--- src/rtl/uart_pkg.sv ---
`default_nettype none
// ==== uart_pkg -- shared UART receiver state encoding and parity modes (rev 1.0) ====
package uart_pkg;

   typedef enum logic [2:0] {
      S_IDLE   = 3'd0,
      S_START  = 3'd1,
      S_DATA   = 3'd2,
      S_PARITY = 3'd3,
      S_STOP   = 3'd4,
      S_DONE   = 3'd5,
      S_BREAK  = 3'd6
   } state_e;

   localparam int PAR_NONE = 0;
   localparam int PAR_EVEN = 1;
   localparam int PAR_ODD  = 2;

endpackage
`default_nettype wire

--- src/rtl/uart_sync2.sv ---
`default_nettype none
// ==== uart_sync2 -- two-flop synchroniser, resets to line-idle 1 (rev 1.0) ====
module uart_sync2 (
   input  logic clk,
   input  logic rst_n,
   input  logic d,
   output logic q
);

   logic meta_q, meta_d;
   logic sync_q, sync_d;

   always_comb begin
      meta_d = d;
      sync_d = meta_q;
   end

   always_ff @(posedge clk or negedge rst_n) begin
      if (!rst_n) begin
         meta_q <= 1'b1;
         sync_q <= 1'b1;
      end else begin
         meta_q <= meta_d;
         sync_q <= sync_d;
      end
   end

   assign q = sync_q;

endmodule
`default_nettype wire

--- src/rtl/uart_rx_param.sv ---
`default_nettype none
// ==== uart_rx_param -- parametrised UART receiver with valid/ready output (rev 1.0) ====
module uart_rx_param
   import uart_pkg::*;
#(
   parameter int CLKS_PER_BIT = 104,
   parameter int DATA_BITS    = 8,
   parameter int PARITY       = 0,
   parameter int STOP_BITS    = 2
) (
   input  logic                 clk,
   input  logic                 rst_n,
   input  logic                 rx,
   output logic [DATA_BITS-1:0] data,
   output logic                 data_valid,
   input  logic                 data_ready,
   output logic                 parity_err,
   output logic                 frame_err,
   output logic                 overrun,
   output logic                 busy
);

   localparam int CNT_W = $clog2(CLKS_PER_BIT);
   localparam int IDX_W = $clog2(DATA_BITS + 3);
   localparam logic [CNT_W-1:0] HALF_M1   = CNT_W'(CLKS_PER_BIT / 2 - 1);
   localparam logic [CNT_W-1:0] BIT_LAST  = CNT_W'(CLKS_PER_BIT - 1);
   localparam logic [IDX_W-1:0] DATA_LAST = IDX_W'(DATA_BITS - 1);
   localparam logic [IDX_W-1:0] STOP_LAST = IDX_W'(STOP_BITS - 1);
   localparam logic             ODD_REF   = 1'(PARITY == PAR_ODD);

   logic rx_s;

   state_e               state_q, state_d;
   logic [CNT_W-1:0]     cnt_q, cnt_d;
   logic [IDX_W-1:0]     idx_q, idx_d;
   logic [DATA_BITS-1:0] shift_q, shift_d;
   logic                 perr_pend_q, perr_pend_d;
   logic                 ferr_pend_q, ferr_pend_d;
   logic [DATA_BITS-1:0] data_q, data_d;
   logic                 valid_q, valid_d;
   logic                 perr_q, perr_d;
   logic                 ferr_q, ferr_d;
   logic                 ovr_q, ovr_d;
   logic                 bit_tick;

   uart_sync2 u_sync (
      .clk   (clk),
      .rst_n (rst_n),
      .d     (rx),
      .q     (rx_s)
   );

   assign bit_tick = (cnt_q == BIT_LAST);

   always_comb begin
      state_d     = state_q;
      cnt_d       = cnt_q;
      idx_d       = idx_q;
      shift_d     = shift_q;
      perr_pend_d = perr_pend_q;
      ferr_pend_d = ferr_pend_q;
      data_d      = data_q;
      perr_d      = perr_q;
      ferr_d      = ferr_q;
      ovr_d       = 1'b0;
      valid_d     = valid_q && !data_ready;

      case (state_q)
         S_IDLE: begin
            cnt_d = '0;
            if (!rx_s) state_d = S_START;
         end
         S_START: begin
            if (cnt_q == HALF_M1) begin
               cnt_d       = '0;
               idx_d       = '0;
               perr_pend_d = 1'b0;
               ferr_pend_d = 1'b0;
               state_d     = rx_s ? S_IDLE : S_DATA;
            end else begin
               cnt_d = cnt_q + CNT_W'(1);
            end
         end
         S_DATA: begin
            if (bit_tick) begin
               cnt_d   = '0;
               shift_d = {rx_s, shift_q[DATA_BITS-1:1]};
               if (idx_q == DATA_LAST) begin
                  idx_d   = '0;
                  state_d = (PARITY != PAR_NONE) ? S_PARITY : S_STOP;
               end else begin
                  idx_d = idx_q + IDX_W'(1);
               end
            end else begin
               cnt_d = cnt_q + CNT_W'(1);
            end
         end
         S_PARITY: begin
            if (bit_tick) begin
               cnt_d       = '0;
               perr_pend_d = ((^shift_q) ^ rx_s) != ODD_REF;
               state_d     = S_STOP;
            end else begin
               cnt_d = cnt_q + CNT_W'(1);
            end
         end
         S_STOP: begin
            if (bit_tick) begin
               cnt_d = '0;
               if (!rx_s) ferr_pend_d = 1'b1;
               if (idx_q == STOP_LAST) state_d = S_DONE;
               else                    idx_d   = idx_q + IDX_W'(1);
            end else begin
               cnt_d = cnt_q + CNT_W'(1);
            end
         end
         S_DONE: begin
            // A word still awaiting acceptance wins; the new frame is dropped.
            if (!valid_q || data_ready) begin
               data_d  = shift_q;
               perr_d  = perr_pend_q;
               ferr_d  = ferr_pend_q;
               valid_d = 1'b1;
            end else begin
               ovr_d = 1'b1;
            end
            state_d = rx_s ? S_IDLE : S_BREAK;
         end
         S_BREAK: begin
            if (rx_s) state_d = S_IDLE;
         end
         default: state_d = S_IDLE;
      endcase
   end

   always_ff @(posedge clk or negedge rst_n) begin
      if (!rst_n) begin
         state_q     <= S_IDLE;
         cnt_q       <= '0;
         idx_q       <= '0;
         shift_q     <= '0;
         perr_pend_q <= 1'b0;
         ferr_pend_q <= 1'b0;
         data_q      <= '0;
         valid_q     <= 1'b0;
         perr_q      <= 1'b0;
         ferr_q      <= 1'b0;
         ovr_q       <= 1'b0;
      end else begin
         state_q     <= state_d;
         cnt_q       <= cnt_d;
         idx_q       <= idx_d;
         shift_q     <= shift_d;
         perr_pend_q <= perr_pend_d;
         ferr_pend_q <= ferr_pend_d;
         data_q      <= data_d;
         valid_q     <= valid_d;
         perr_q      <= perr_d;
         ferr_q      <= ferr_d;
         ovr_q       <= ovr_d;
      end
   end

   assign data       = data_q;
   assign data_valid = valid_q;
   assign parity_err = perr_q;
   assign frame_err  = ferr_q;
   assign overrun    = ovr_q;
   assign busy       = (state_q != S_IDLE);

endmodule
`default_nettype wire
--- config.mk ---
export PLATFORM = sky130hd
export DESIGN_NAME = uart_rx_param
export DESIGN_NICKNAME = d
export VERILOG_FILES = /design/src/rtl/uart_pkg.sv /design/src/rtl/uart_sync2.sv /design/src/rtl/uart_rx_param.sv
export SDC_FILE = /design/constraint.sdc
export NUM_CORES = 1
export LEC_CHECK = 0
export CAP_MARGIN = 10
export CORE_AREA = 2 2 62 64
export CTS_CLUSTER_DIAMETER = 60
export DETAILED_ROUTE_END_ITERATION = 12
export DIE_AREA = 0 0 64 66
export MAX_ROUTING_LAYER = met4
export PLACE_DENSITY = 0.73
export SLEW_MARGIN = 15
export SYNTH_ARGS = -nofsm -noshare
export SYNTH_HDL_FRONTEND = slang
export SYNTH_SLANG_ARGS = --single-unit
--- constraint.sdc ---
create_clock -name clk -period 2.5 [get_ports clk]
set_clock_uncertainty 0.05 [all_clocks]
set_input_delay 0.375 -clock clk [delete_from_list [all_inputs] [get_ports clk]]
set_output_delay 0.375 -clock clk [all_outputs]
set_load 0.05 [all_outputs]
==> impl_metrics.csv <==
group,metric,value,unit
sta,finalSetupViolCount,0,
sta,tightest_slew,0.838,ns
sta,slew_violations,0,
sta,min_period,2.29,ns
sta,setup_tns,0,ns
worst_setup_path,path_class,"flop to output pin",
synth,synth_edf_count,0,
placement,hpwlAfterDp,2.35,mm
placement,port_buffers,16,
worst_setup_path,critPathBufInv,1,
worst_setup_path,cpLargestDelayFamily,"buffers and inverters",
sta,timing.fmax,437,MHz
final_layout,finalInstanceArea,0.00214,sq mm
floorplan,rows,22,
worst_setup_path,rr_worst_depth,5,
worst_setup_path,cp_data_required_time,2.08,ns
clock_tree,cts_setup_buffers,0,
drt,wl_per_cell,14.0,um
worst_setup_path,worstPathCellList,"or3_1 > clkdlybuf4s50_1",
drt,drc,0,
drt,vias,1334,
grt,grt_pass1_vias,1281,
sta,hold_violations,0,
synth,synth_cell_type_count,43,
clock_tree,cts_resized,0,
sta,relSlewSlack,0.442,
worst_setup_path,path_max_fanout,6,
floorplan,core,0.00355,sq mm
clock_tree,cts_root_buf,"clkbuf_4",
floorplan,initial_core_util,0.528,
flow_run,max-cap-violations,0,
worst_setup_path,critical_path.max_stage_delay,0.71,ns
outcome,status,"complete, no violations",
clock_tree,clk_pin_slew,0.12,ns
final_layout,drive_gt1_frac,0.0825,
worst_setup_path,arrival,1.86,ns
worst_setup_path,crit_slowest_cell,"clkdlybuf4s50_1",
worst_setup_path,r2r-end,"shift_q[2]$_DFFE_PN0P_",
drt,drt_iter0_drc,88,
drt,drt_wl_total,3.38,mm
synth,synth.avg_cell_area,10.7,sq um
clock_tree,cts_tree,"built",
drt,via_per_inst,5.51,
grt,grt_pass1_wl,5.95,mm
clock_tree,cts_buffer_depth,2,
clock_tree,cts_inserted_buffers,5,
clock_tree,ctsHoldBuffers,0,
grt,grt_max_degree,39,
worst_setup_path,critPathLaunchType,"flop",
synth,async_flop_share,1.00,
clock_tree,cts.sinks,38,
power,ir_drop,0.273,mV
synth,ys_seq_elements,38,
placement,gp_congestion,0.805,
synth,yosysWarningCount,0,
synth,netlist_area,0.00187,sq mm
floorplan,io_pins,17,
worst_setup_path,cp-end-kind,"output pin",
grt,grt.total_usage,0.192,
final_layout,syn_to_final_growth,14.1,%
power,p_per_area,459,mW/mm^2
placement,placed_cell_area,0.00207,sq mm
grt,grt-ovfl-total,0,
drt,antenna_left,0,
worst_setup_path,r2r-start,"cnt_q[0]$_DFFE_PN0P_",
worst_setup_path,r2r_setup_slack,0.50,ns
sta,fin_crit_sh,0.915,
grt,antenna_found_initial,0,
sta,rsz0062_at_grt,"false",
clock_tree,clock_latency,0.35,ns
synth,synthCells,175,
drt,drt_pass1_iterations,4,
floorplan,die_area,0.00422,sq mm
clock_tree,htree_levels,2,
synth,synth.net_count,182,
synth,seq_area_frac_synth,0.509,
final_layout,fin_nets,200,
floorplan,fp.dieW,64,um
power,leakage,0.991,nW
min_path,hold_path_class,"input port to async pin",
floorplan,fp.dieH,66,um
synth,synthFlopType,"dfrtp_1",
final_layout,diodes,0,
==> cell usage in the layout (no fill, tap or decap), types with 2 or more instances in the layout <==
cell,count
inv_1,3
ha_1,3
dfrtp_1,36
o21ai_1,7
nor3_1,2
dfstp_2,2
mux2_1,20
clkbuf_4,5
a21oi_1,9
nand3_1,7
buf_4,3
nand2_1,13
and3_1,2
o21ai_0,3
clkdlybuf4s50_1,15
a31oi_1,3
xnor2_1,10
nor2_1,16
xor2_1,4
nand2b_1,4
==> metrics by stage <==
step	worst slack [ns]	util	cells	hold slack, ns	power (mW)
global route	0.141	0.602	242	0.128	1.02
detailed placement	0.478	0.584	234	0.298	0.650
floorplan	0.746	-	175	0.0294	0.633
CTS	0.202	0.602	242	0.0842	0.995
global placement	0.548	0.584	234	0.297	0.649
finish	0.212	0.602	242	0.0566	0.983
==> cell usage after synthesis, types with 2 or more instances <==
cell type  count  area (sq um)
nor2_1        16          60.1
inv_1          3          11.3
nand2b_1       4          25.0
a21oi_1        9          45.0
dfstp_2        2          52.6
ha_1           3          37.5
dfrtp_1       36           901
a31oi_1        3          18.8
nand3_1        7          35.0
nand2_1       13          48.8
buf_2          3          15.0
xnor2_1       10          87.6
and3_1         2          12.5
xor2_1         4          35.0
o21ai_1        7          35.0
mux2_1        20           225
o21ai_0        3          15.0
nor3_1         2          10.0
clkbuf_1       4          15.0
==> power by group <==
part / switching (mW) / internal [mW]
Clock: 0.210 / 0.135
Sequential: 0.00176 / 0.617
Combinational: 0.0131 / 0.00496
==> sequential cells by signal, indices dropped and copies added (netlist names) <==
signal         count
cnt_q              7
data_valid         1
shift_q            8
state_q            3
parity_err         1
idx_q              4
overrun            1
frame_err          1
perr_pend_q        1
u_sync.meta_q      1
data               8
u_sync.q           1
ferr_pend_q        1
==> cells by family (layout without fill, tap and decap cells) <==
logic type / count (synthesis) / in the layout / synth area share
DFF: 38 / 38 / 0.509
adders and majority gates: 3 / 3 / 0.0200
AOI/OAI and AO/OA: 32 / 32 / 0.103
buffers and inverters: 13 / 32 / 0.0300
and+or+nand+nor: 54 / 54 / 0.148
muxes: 21 / 21 / 0.126
xor gates and xnor gates: 14 / 14 / 0.0654
==> layout make-up <==
class	instances	area [sq um]
fill	298	1410
sequential	38	953
multi-input combinational	124	865
timing repair buffer	19	178
tap	48	60.1
clock buffer	6	51.3
inverter	5	18.8
clock inverter	2	12.5
==> worst max path at each step <==
stage	slack [ns]	cells past startpoint	end	startpoint
final	0.21	2	busy	state_q[2]$_DFFE_PN0P_
after global routing	0.14	2	busy	state_q[2]$_DFFE_PN0P_
after CTS	0.20	2	busy	state_q[2]$_DFFE_PN0P_
after detailed placement	0.48	4	data[6]$_DFFE_PN0P_	data_ready
after global placement	0.55	4	data[7]$_DFFE_PN0P_	data_ready
after floorplan	0.75	7	idx_q[3]$_DFFE_PN0P_	cnt_q[0]$_DFFE_PN0P_
==> per-layer routing <==
layer,global-route usage,vias to the layer above,share of wire
met5,-,-,0
met4,0.0734,0,0.016
met3,0.0579,5,0.048
met2,0.296,36,0.48
met1,0.239,637,0.46
li1,-,656,-
(Power assumes the default switching activity.)
==> RTL edit 1 (config.mk and constraints unchanged) <==
The output `overrun` loses its register stage (`ovr_q` becomes a continuous assignment).
--- a/src/rtl/uart_rx_param.sv
+++ b/src/rtl/uart_rx_param.sv
@@ -145,7 +145,6 @@
          valid_q     <= 1'b0;
          perr_q      <= 1'b0;
          ferr_q      <= 1'b0;
-         ovr_q       <= 1'b0;
       end else begin
          state_q     <= state_d;
          cnt_q       <= cnt_d;
@@ -157,9 +156,10 @@
          valid_q     <= valid_d;
          perr_q      <= perr_d;
          ferr_q      <= ferr_d;
-         ovr_q       <= ovr_d;
       end
    end
+
+   assign ovr_q = ovr_d;
 
    assign data       = data_q;
    assign data_valid = valid_q;
Check against the original RTL: same outputs for any inputs over 10 cycles, from zero or initial values and one cycle with rst_n low; that may be too few to reach the edited logic, so the function may still have changed.
==> RTL edit 1 against the unedited design <==
Total power is 3.3% lower. Sequential cell count is 1 lower. Cell area is 0.94% lower. Worst hold slack better by 0.26 ns. Clock power is 5% lower. Synthesized area is 1.3% lower. Synthesized cell count is 0.57% lower. Routed wire length is 5.0% higher. Die area stayed put. Sequential share of layout area is 0.76 points lower. Setup slack better by 0.0030 ns. Highest routed layer unchanged.
==> RTL edit 1: results (changes against the unedited design) <==
- The met2 demand-to-capacity share in global routing came to 0.313 (+0.0169).
* Most frequent cells after synthesis: 35 x sky130_fd_sc_hd__dfrtp_1, 20 x sky130_fd_sc_hd__mux2_1, 16 x sky130_fd_sc_hd__nor2_1, 13 x sky130_fd_sc_hd__nand2_1, 10 x sky130_fd_sc_hd__xnor2_1
- Tightest hold margin: 0.314 ns (+0.257 ns)
* Gp weighted congestion: 0.910 (+13%)
- The final critical-path share of the clock period was 0.914 (-0.00118).
* Maximum number of pins on one net before global-route repair: 38 (-2.6%)
* Cell area after placement: 2060 µm² (-0.72%)
- Worst-case register-to-register setup slack: 0.43 ns (-0.07 ns)
- First-pass GRT wire length: 6500 µm (+9.3%)
- The per-cell routed wire length was 14.7 µm (+5.5%).
- The layout cell share with drive strength beyond 1 is 0.0829 (+0.000427).
- The flow ran to the end, and the final reports show no timing, DRC or antenna violations.
- The net switching fraction of the power came to 0.221 (-0.00770).
- The adder-cell share of the synthesized area came to 0.0203 (+0.000271).
- The total detailed-routing wirelength came to 3550 µm (+5.0%).
* Xor/xnor cell area share of the yosys netlist: 0.0663 (+0.000885)
- Cell count after synthesis: 174 (-0.57%)
* Worst slack after detailed placement: 0.477 ns (-0.000845 ns)
* Detail Route met3 WL: 147 µm (-9.8%)
- Vias in the first global route: 1392 (+8.7%)
- The met1 layer wirelength in the final routing was 1610 µm (+4.2%).
- The overall routing resource usage came to 0.209 (+0.0171).
- Vias per cell: 5.60 (+1.6%)
- Iter 0 DRT Violations: 66 (-25%)
* Met3 Resource Use GR: 0.0647 (+0.00681)
- The fraction of the mapped netlist area in compound gates came to 0.104 (+0.00139).
- Share of synthesized area spent on multiplexers: 0.127 (+0.00170)
- The worst IR drop on VDD is 397 µV (+45%).
RTL edit 1: changes by cell type after synthesis, sizes merged:
| cell | before | now |
|---|---|---|
| dfrtp | 36 | 35 |
RTL edit 1: layout make-up:
class                      count  area share
multi-input combinational    124       0.408
clock buffer                   6      0.0242
tap                           48      0.0284
timing repair buffer          20      0.0886
clock inverter                 1     0.00354
inverter                       5     0.00886
sequential                    37       0.438
RTL edit 1: worst paths after layout:
path / from / to / cells after the start
max reg2reg: cnt_q[0] / idx_q[3] / 6
min: u_sync.meta_q / u_sync.q / 0
min reg2reg: u_sync.meta_q / u_sync.q / 0
max: state_q[2] / busy / 2
max in group asynchronous: rst_n / u_sync.meta_q / 2
min in group asynchronous: rst_n / data[6] / 2
RTL edit 1: power by group through the flow:
stage	Sequential, mW	Combinational [mW]	Clock, mW
after global placement	0.614	0.0202	0
after CTS	0.603	0.0209	0.337
after global routing	0.604	0.0232	0.365
after floorplan	0.614	0.00279	0
after detailed placement	0.615	0.0209	0
final	0.603	0.0197	0.327
==> RTL edit 2 (same flow settings) <==
Without the edit above. `PARITY`: 0 -> 1.
--- a/src/rtl/uart_rx_param.sv
+++ b/src/rtl/uart_rx_param.sv
@@ -5,7 +5,7 @@
 #(
    parameter int CLKS_PER_BIT = 104,
    parameter int DATA_BITS    = 8,
-   parameter int PARITY       = 0,
+   parameter int PARITY       = 1,
    parameter int STOP_BITS    = 2
 ) (
    input  logic                 clk,
Behaviour: no difference found for any inputs over 10 cycles, from zero or initial values and one cycle with rst_n low; that may be too few to reach the edited logic, so the function may still have changed.
==> RTL edit 2 against the unedited design <==
Routed wire length decreased by 0.59%. Register-to-register slack better by 0.05 ns. Synthesized area rose by 1.9%. Cell area grew 1.8%. Sequential cell count is the same. Total power decreased by 3.6%. Setup slack got worse by 0.088 ns. Largest power group unchanged.
==> RTL edit 2: results (changes against the unedited design) <==
- The layout filler cell count came to 300 (+0.67%).
* Cell count of the worst reg-to-reg path: 4 (-1)
- At the later pin of the worst-skew pair, clock insertion delay measures 0.34 ns.
- The arrival time at the worst endpoint was 1.95 ns (+0.09 ns).
- Multi-input combinational cell count: 123 (-0.81%)
* Wirelength, routed: 3360 µm (-0.59%)
- The critical-path maximum fanout was 15 (+9).
- The initial antenna violation count was 0 (unchanged).
* Top area cells in the synthesized netlist: sky130_fd_sc_hd__dfrtp_1 47%, sky130_fd_sc_hd__mux2_2 11%, sky130_fd_sc_hd__xnor2_1 3.7%
- The transition time at the pin with the least slew margin came to 0.815 ns (-0.0223 ns).
- The register area came to 953 µm² (unchanged).
- Cell area after placement: 2130 µm² (+2.5%)
- The total placed cells including tap cells was 231 (-1.3%).
- Status: finished clean
- Sum of met2 wire segment lengths after detailed routing: 1690 µm (+4.5%)
- Non-clock inverters: 3 (-2)
- Cell family with most CP delay: buffers and inverters
- The overall routing resource usage was 0.191 (-0.00102).
* Worst-case register-to-register setup slack: 0.55 ns (+0.05 ns)
- The number of unique standard cell types used by synthesis was 48 (+12%).
- The sum of overflow across all layers after global routing was 0 (unchanged).
* Clock tree cell share of total cell area: 0.0236 (-0.00628)
- Terminus of the critical flop-to-flop path: shift_q[7]
* Total area of multi-input combinational cells: 923 µm² (+6.8%)
* DP Wirelength: 2340 µm (-0.54%)
- Post-CTS Repair Setup Buffers: 0 (unchanged)
- Iter 0 DRT Violations: 27 (-69%)
- The per-cell routed wire length is 14.1 µm (+0.66%).
* Leakage power summed over all cells: 1.03 nW (+4.4%)
- GR Layer Usage met1: 0.240 (+0.000756)
- Maximum ir drop on the vdd rail: 372 µV (+36%)
- Worst slack after detailed placement: 0.500 ns (+0.0221 ns)
- The met3 usage came to 0.0511 (-0.00681).
- The wire length on met3 is 114 µm (-30%).
* Gp weighted congestion: 0.818 (+1.6%)
- Detailed-routing wirelength on met1: 1540 µm (-0.58%)
- Most frequent cells after synthesis: 36 x sky130_fd_sc_hd__dfrtp_1, 19 x sky130_fd_sc_hd__mux2_2, 17 x sky130_fd_sc_hd__nand2_1, 10 x sky130_fd_sc_hd__a21oi_1, 9 x sky130_fd_sc_hd__nor2_1
- The number of non-clock buffers is 19 (unchanged).
* First-pass GRT wire length: 5980 µm (+0.59%)
- Syn_nets: 176 (-3.3%)
* Post-layout instance area: 2180 µm² (+1.8%)
* Max Clk Rate: 421 MHz (-3.7%)
- The final layout net count came to 197 (-1.5%).
- The number of instances in the synthesized netlist came to 169 (-3.4%).
- The H-tree depth came to 2 (unchanged).
- Part of the Yosys area used for sequential elements: 0.499 (-0.00933)
[RTL edit 2: changes by cell type in the layout (fill, tap and decap cells not counted), moves of 4 or more]
cell                      unedited run  this run
sky130_fd_sc_hd__nand2_1            13        17
sky130_fd_sc_hd__o21ai_1             7         0
sky130_fd_sc_hd__nor2_1             16         9
sky130_fd_sc_hd__mux2_2              0        19
sky130_fd_sc_hd__o21ai_0             3         8
sky130_fd_sc_hd__mux2_1             20         0
[RTL edit 2: power breakdown]
group | switching (mW) | total [mW] | internal, mW
Clock | 0.201 | 0.308 | 0.107
Combinational | 0.0128 | 0.0195 | 0.00665
Sequential | 0.00184 | 0.619 | 0.617
[RTL edit 2: cell families (layout without fill, tap and decap cells)]
family	after synthesis	count (layout)	share of synthesized area
AND/OR/NAND/NOR	58	58	0.185
flip-flops	38	38	0.499
AO/OA/AOI/OAI	31	31	0.110
multiplexers	20	20	0.117
XOR/XNOR	10	10	0.0459
buffers and inverters	8	30	0.0170
adder cells (fa/ha/maj)	4	4	0.0249
